File: config.mk
export PLATFORM = sky130hd
export DESIGN_NAME = fourphase_rx_fifo
export DESIGN_NICKNAME = d
export VERILOG_FILES = /design/src/rtl/fourphase_rx_fifo.sv
export SDC_FILE = /design/constraint.sdc
export NUM_CORES = 1
export LEC_CHECK = 0
export CORE_MARGIN = 10
export CORE_UTILIZATION = 30
export CTS_CLUSTER_SIZE = 28
export DETAILED_ROUTE_END_ITERATION = 8
export RECOVER_POWER = 50
export SYNTH_ARGS = -nofsm -noshare
export SYNTH_HDL_FRONTEND = slang
export SYNTH_SLANG_ARGS = --single-unit
File: constraint.sdc
create_clock -name clk_rx -period 1.88 [get_ports clk_rx]
set_input_delay 0.188 -clock clk_rx [delete_from_list [all_inputs] [get_ports clk_rx]]
set_output_delay 0.188 -clock clk_rx [all_outputs]
set_load 0.01 [all_outputs]
File: src/rtl/fourphase_rx_fifo.sv
// fourphase_rx_fifo: receive side of a 4-phase req/ack link.
// The asynchronous req passes through a SYNC_STAGES flop synchroniser in the
// clk_rx domain. Bundled in_data is captured into a DEPTH-entry FIFO, and the
// FIFO head is presented on a first-word-fall-through valid/ready port.
// Optional feature macro RX_OVF_DROP_EN: when defined, a request that arrives
// while the FIFO is full is acknowledged and its data discarded, and the
// sticky ovf flag is set. When undefined, a full FIFO stalls the handshake and
// ovf is tied to 0.
module fourphase_rx_fifo #(
    parameter int DATA_WIDTH  = 8,
    parameter int SYNC_STAGES = 2,
    parameter int DEPTH       = 4,
    parameter int ADDR_WIDTH  = 2
) (
    input  logic                  clk_rx,
    input  logic                  reset,
    input  logic                  req,
    input  logic [DATA_WIDTH-1:0] in_data,
    output logic                  ack,
    output logic [DATA_WIDTH-1:0] out_data,
    output logic                  out_valid,
    input  logic                  out_ready,
    output logic                  full,
    output logic                  empty,
    output logic [ADDR_WIDTH:0]   count,
    output logic                  ovf
);

    typedef enum logic {
        IDLE = 1'b0,
        ACK  = 1'b1
    } state_t;

    localparam logic [ADDR_WIDTH:0] FULL_COUNT = (ADDR_WIDTH + 1)'(DEPTH);

    state_t                  state_q;
    state_t                  state_d;
    logic [SYNC_STAGES-1:0]  sync_q;
    logic                    req_s;
    logic [DATA_WIDTH-1:0]   mem [DEPTH];
    logic [ADDR_WIDTH-1:0]   wr_ptr;
    logic [ADDR_WIDTH-1:0]   rd_ptr;
    logic [ADDR_WIDTH:0]     count_q;
    logic                    push;
    logic                    pop;
`ifdef RX_OVF_DROP_EN
    logic                    drop;
    logic                    ovf_q;
`endif

    // Shift req through the synchroniser chain; the last stage is the usable req.
    always_ff @(posedge clk_rx or posedge reset) begin
        if (reset) begin
            sync_q <= '0;
        end else begin
            // NOTE: non-blocking assignment so every stage samples the previous
            // stage's old value on the same edge, giving a true shift chain.
            sync_q <= {sync_q[SYNC_STAGES-2:0], req};
        end
    end

    assign req_s     = sync_q[SYNC_STAGES-1];
    assign full      = (count_q == FULL_COUNT);
    assign empty     = (count_q == '0);
    assign out_valid = !empty;
    assign count     = count_q;
    assign out_data  = mem[rd_ptr];
    assign pop       = out_valid && out_ready;
    assign ack       = (state_q == ACK);

    // Handshake state register; ack is decoded directly from this flop.
    always_ff @(posedge clk_rx or posedge reset) begin
        if (reset) begin
            state_q <= IDLE;
        end else begin
            state_q <= state_d;
        end
    end

    // Next-state and push decision; the push uses the registered full flag.
    always_comb begin
        // NOTE: every output of this block gets a default first, so no path
        // leaves a signal unassigned and no latch is inferred.
        state_d = state_q;
        push    = 1'b0;
`ifdef RX_OVF_DROP_EN
        drop    = 1'b0;
`endif
        case (state_q)
            IDLE: begin
                if (req_s) begin
                    if (!full) begin
                        push    = 1'b1;
                        state_d = ACK;
                    end
`ifdef RX_OVF_DROP_EN
                    else begin
                        drop    = 1'b1;
                        state_d = ACK;
                    end
`endif
                end
            end
            ACK: begin
                if (!req_s) begin
                    state_d = IDLE;
                end
            end
            default: state_d = IDLE;
        endcase
    end

    // FIFO storage, pointers and occupancy; push and pop may share an edge.
    always_ff @(posedge clk_rx or posedge reset) begin
        if (reset) begin
            wr_ptr  <= '0;
            rd_ptr  <= '0;
            count_q <= '0;
            // NOTE: the storage is cleared on reset on purpose, so out_data
            // reads 0 while the FIFO is empty after reset.
            for (int i = 0; i < DEPTH; i++) begin
                mem[i] <= '0;
            end
        end else begin
            if (push) begin
                mem[wr_ptr] <= in_data;
                wr_ptr      <= wr_ptr + 1'b1;
            end
            if (pop) begin
                rd_ptr <= rd_ptr + 1'b1;
            end
            case ({push, pop})
                2'b10:   count_q <= count_q + 1'b1;
                2'b01:   count_q <= count_q - 1'b1;
                default: count_q <= count_q;
            endcase
        end
    end

`ifdef RX_OVF_DROP_EN
    // Sticky overflow flag, set whenever a full-FIFO request is dropped.
    always_ff @(posedge clk_rx or posedge reset) begin
        if (reset) begin
            ovf_q <= 1'b0;
        end else if (drop) begin
            ovf_q <= 1'b1;
        end
    end

    assign ovf = ovf_q;
`else
    assign ovf = 1'b0;
`endif

endmodule

Word level (Yosys, flattened, before mapping)

Index checks and enable logic that the tools add are counted.
W data, S select, Z words.

Register bits after elaboration: 42
Input port bits: 12
Output and inout port bits: 16
Logic and storage cells: 39

$add $sub $neg: 4
Magnitude comparators: 3
Equality and inequality tests: 3
Mux-type cells: 12
Bitwise logic cells: 3
Reduce and logical (&&, ||, !) cells: 5

Operators by type and width:

| operator              | count |
|---|---|
| $bwmux W32            | 1 |
| $mux W8               | 3 |
| $bmux W8 S2           | 1 |
| $demux W8 S2          | 1 |
| $ge A3 B3 Y1 const B  | 2 |
| $not A2 Y3            | 2 |
| $pmux W3 S2           | 1 |
| $add A2 B1 Y2 const B | 2 |
| $mux W1               | 4 |
| $add A3 B1 Y3 const B | 1 |
| $eq A3 B3 Y1 const B  | 1 |
| $logic_not A3 Y1      | 1 |
| $lt A3 B1 Y1 const B  | 1 |
| $sub A3 B1 Y3 const B | 1 |
| $eq A2 B1 Y1 const B  | 1 |
| $eq A2 B2 Y1 const B  | 1 |
| $logic_and A1 B1 Y1   | 2 |
| $pmux W1 S2           | 1 |
| $reduce_bool A2 Y1    | 1 |
| $logic_not A1 Y1      | 1 |
| $not A1 Y1            | 1 |

Longest topological paths before layout

Depth after elaboration: 6
Mapped depth: 9
Gate-level depth less buffers: 9

Worst setup path before layout

Ideal clock, no wire load.

Path type: reg2reg
Start: register count_q[0], in the netlist count[0]
End: register count_q[2], in the netlist count[2]
Library setup time: 0.079 ns
Arrival: 2.043 ns
Data required time: 1.801 ns
Slack: -0.242 ns
Cell stages (with the launch flop): 10
Buffers on the path: 0
Period minus slack after synthesis: 2.122 ns
Cell sequence: dfrtp_1 nor3b_4 nor3b_1 inv_1 ha_1 inv_1 fa_1 xor2_1 nor2_1 xor2_1

Cells in the longest elaborated chain, start to end: 6
Elaborated cells between the ends (all ways): 13
Those cells by class: add/sub (2); eq/ne (3); mux (4); reduce/logical (4)

RTL lines:

| element                                           | RTL line | RTL |
|---|---|---|
| start, declared                                   | 43       | `logic [ADDR_WIDTH:0] count_q;` |
| start signal, assigned                            | 133      | `2'b10: count_q <= count_q + 1'b1;` |
| start signal, assigned                            | 134      | `2'b01: count_q <= count_q - 1'b1;` |
| start signal, assigned                            | 135      | `default: count_q <= count_q;` |
| $eq A3 B3 Y1 (*)                                  | 63       | `assign full = (count_q == FULL_COUNT);` |
| net full                                          | 23       | `output logic full,` |
| $mux W1 (*)                                       | 92       | `if (!full) begin` |
| $mux W1 (*)                                       | 91       | `if (req_s) begin` |
| $mux W1 (*)                                       | 89       | `case (state_q)` |
| $eq A2 B1 Y1 or $eq A2 B2 Y1 (tied branches)      | 132      | `case ({push, pop})` |
| $pmux W3 S2 or $reduce_bool A2 Y1 (tied branches) | n/a      |  |

The timed path passes the listed nets; every way through them passes the cells marked *.
A chain may end at the register's enable or synchronous reset.

Final worst setup path

Start: register count_q[0], in the netlist count[0]
End: register count_q[2], in the netlist count[2]

Cells in the longest elaborated chain, start to end: 6
Elaborated cells between the ends (all ways): 13
Those cells by class: add/sub (2); eq/ne (3); mux (4); reduce/logical (4)

RTL lines:

| element                                           | RTL line |
|---|---|
| $eq A3 B3 Y1                                      | 63 |
| $mux W1                                           | 92 |
| $mux W1                                           | 91 |
| $mux W1                                           | 89 |
| $eq A2 B1 Y1 or $eq A2 B2 Y1 (tied branches)      | 132 |
| $pmux W3 S2 or $reduce_bool A2 Y1 (tied branches) | n/a |

Several ways; a longest one is shown, not always the timed one.

==> summary.md <==
| Metric | Value |
|---|---|
| Mean post-synth cell area | 16.9 um^2 |
| Filler Cell Count | 645 |
| Status | completed |
| Reg-to-reg setup timing slack | 0.04 ns |
| Most common cell in the netlist | dfrtp_1 |
| CP Data Arrival Time | 2.02 ns |
| Die Y | 103 um |
| H-tree depth | 2 |
| Final Core Density | 38.7% |
| WP buf/inv | 2 |
| Leak Pwr | 1.17 nW |
| Worst-path fanout max | 2 |
| Crit path cell chain | nor3b_4, nor3b_2, inv_1, ha_4, inv_2, fa_2, xor2_1, nor2_1, xor2_1 |
| RR Endpoint | count[2] |
| CP Capture Type | flip-flop |
| Diode count | 0 |
| Data required time of the worst path | 2.06 ns |
| NumNets Final | 182 |
| Critical path type | reg2reg |
| Max Cap Viol | 0 |
| Met3 Wirelength | 160 um |
| Post-CTS Hold Fix Bufs | 0 |
| Mapped cell area | 2090 um^2 |
| RR Startpoint | count[0] |
| Ports | 28 |
| Total Power | 0.00443 W |
| Min Clock Period, post-route | 1.84 ns |
| Clock Skews | 0.00966 ns |
| Post-detailed-route count of antenna-violating nets | 0 |
| CTS tree | yes |
| Post-Syn Instances | 124 |
| Most frequent CP cell | xor2_1 |
| Syn Nets | 142 |
| Post-synth top area cell | dfrtp_1 |
| Number of global-route vias before repair | 1,340 |
| Max Clk Rate | 543 MHz |
| Crit share post-route | 98.0% |
| Min-delay worst type | in2async |
| Met2 Routed Length | 2.23 mm |
| Cell variety after synth | 23 |
| Chip width | 103 um |
| Initial DRT Pass Iterations | 4 |
| Worst Setup Start Kind | flip-flop |
| Via density | 4.26 |
| CTS Sinks | 42 |
| Initial antenna violation count | 0 |
| Share of layout cells above drive strength 1 | 47.3% |
| RSZ-0062 raised after global routing | yes |
| Worst slew margin | 45.4% |
| DRC | 0 |
| Synth Warn # | 0 |
| Hold WS | 0.286 ns |
| Post-synth EDFFs | 0 |
| Clock latency on the worst-skew pair | 0.29 ns |
| Pwr/cell area | 1680 nW/um^2 |
| Register area share after synthesis | 50.3% |
| Most instantiated cells after synthesis | dfrtp_1, mux2_4, inv_1 |
| Clock Tree Buf Depth | 2 |
| CP startpoint | count[0] |
| Final WL | 4.26 mm |
| First-iteration detailed-routing DRC count | 60 |
| Routed wirelength normalized by instance count | 16.3 um |
| Synth Flop Type | dfrtp_1 |
| Async set-reset flop share out of synthesis | 100% |
| Core area | 6790 um^2 |
| GPL Wtd Cong | 0.771 |
| Largest net degree at the start of global routing | 35 |
| Hold Fails Final Rpt | 0 |
| P&R area growth vs syn | 25.9% |
| Peak supply drop | 701 uV |
| Ranking of synthesized cells by area | dfrtp_1, mux2_4, mux4_2 |
| Clock transition at path regs | 0.09 ns |
| Top delay family on crit path | adder cells |
| Clock Tree Root | clkbuf_8 |
| Setup Viol. Count Final | 0 |
| Crit-path slowest cell | dfrtp_2 |
| Count of buffers from port buffering | 26 |
| Final slew viol count | 0 |
| Row cnt | 30 |
| Gr ovfl total | 0 |
| Wl on met1 | 1.85 mm |
| Synthesized flop and latch total | 42 |
| DR top layer | met4 |
| Total die area | 10,700 um^2 |
| Initial Utilization | 30.8% |
| Share of the synthesized area in the top cell type | 50.3% |
| Worst-margin pin slew | 0.819 ns |
| Worst Reg2Reg Path Length in Cells | 9 |
| Num CTS Buffers | 5 |
| Tot GR Track Use | 8.65% |
| Dpl hpwl | 3.18 mm |
| Vias | 1,111 |
| Global-route wire length before repair | 7.22 mm |
| Slowest stage delay, CP | 0.43 ns |
[cell usage in the layout (no fill, tap or decap), types with 2 or more instances in the layout]
cell | netlist | layout
dfrtp_2 | 0 | 3
clkbuf_8 | 0 | 5
xnor2_1 | 3 | 3
dfrtp_1 | 42 | 39
buf_6 | 4 | 3
ha_1 | 5 | 4
inv_1 | 9 | 8
mux2_4 | 32 | 32
buf_4 | 1 | 10
clkinvlp_4 | 0 | 2
clkdlybuf4s50_1 | 0 | 13
dlygate4sd3_1 | 0 | 2
clkbuf_2 | 0 | 2
xor2_1 | 3 | 3
nor4bb_2 | 4 | 4
mux4_2 | 8 | 8
dlygate4sd2_1 | 0 | 9
[registers in the layout (all words and copies together) (netlist names)]
name	cells
count	3
wr_ptr	2
rd_ptr	2
mem	32
ack	1
sync_q	2
[power by group]
group	switching, W	internal, W	leakage (nW)
Clock	0.000327	0.000266	0.0408
Combinational	0.000792	0.00139	0.633
Sequential	0.000308	0.00135	0.499
Total	0.00143	0.00301	1.17
[through the flow]
stage / instances / worst slack, ns / area, um^2 / setup TNS, ns
after floorplan: 124 / -0.185 / 2100 / -0.255
after global routing: 261 / -0.111 / 2630 / -0.151
after CTS: 260 / 0.00218 / 2630 / 0
final: 261 / 0.0377 / 2630 / 0
after global placement: 251 / 0.0665 / 2520 / 0
after detailed placement: 251 / -0.0128 / 2520 / -0.0128
[routing by layer]
metal	GRT usage, %	up-vias
met3	2.52	2
met1	10.8	579
met4	1.28	0
met5	0	-
li1	-	510
met2	14.8	20
[layout make-up]
class / instances / area, um^2 / share of cell area, %
flip-flops and latches: 42 / 1050 / 40.1
inverters: 9 / 33.8 / 1.28
well taps: 96 / 120 / 4.56
clock buffers: 5 / 68.8 / 2.62
multi-input cells: 66 / 972 / 36.9
repair buffers: 40 / 358 / 13.6
clock inverters: 3 / 23.8 / 0.903
[worst max-delay path by stage]
stage	cells after the start	end
2_1_floorplan	9	count[2]
3_3_place_gp	8	count[2]
3_5_place_dp	8	count[2]
4_1_cts	9	count[2]
5_1_grt	9	count[2]
6_report	9	count[2]
[worst reg2reg max path: stages (launching register included)]
cell and delay [ns]:
dfrtp_2 0.43, nor3b_4 0.24, nor3b_2 0.08, inv_1 0.10, ha_4 0.15, inv_2 0.04
fa_2 0.32, xor2_1 0.15, nor2_1 0.07, xor2_1 0.15
[logic make-up after synthesis]
| kind of cell | count (synthesis) | synth area share (%) |
|---|---|---|
| DFF | 42 | 50.3 |
| other | 1 | 0.179 |
| and+or+nand+nor | 9 | 5.09 |
| buffers and inverters | 16 | 4.55 |
| xor gates and xnor gates | 6 | 2.51 |
| muxes | 42 | 32.6 |
| AOI/OAI and AO/OA | 2 | 0.838 |
| adders and majority gates | 6 | 3.95 |
[repair_timing]
| action | in CTS | in global routing |
|---|---|---|
| endpoints found under the setup margin | 13 | 7 |
| pin swaps | 3 | 2 |
| gates resized for setup | 15 | 6 |
| buffers inserted | 1 | 1 |
Note: power is estimated with default switching activity, not from simulation.
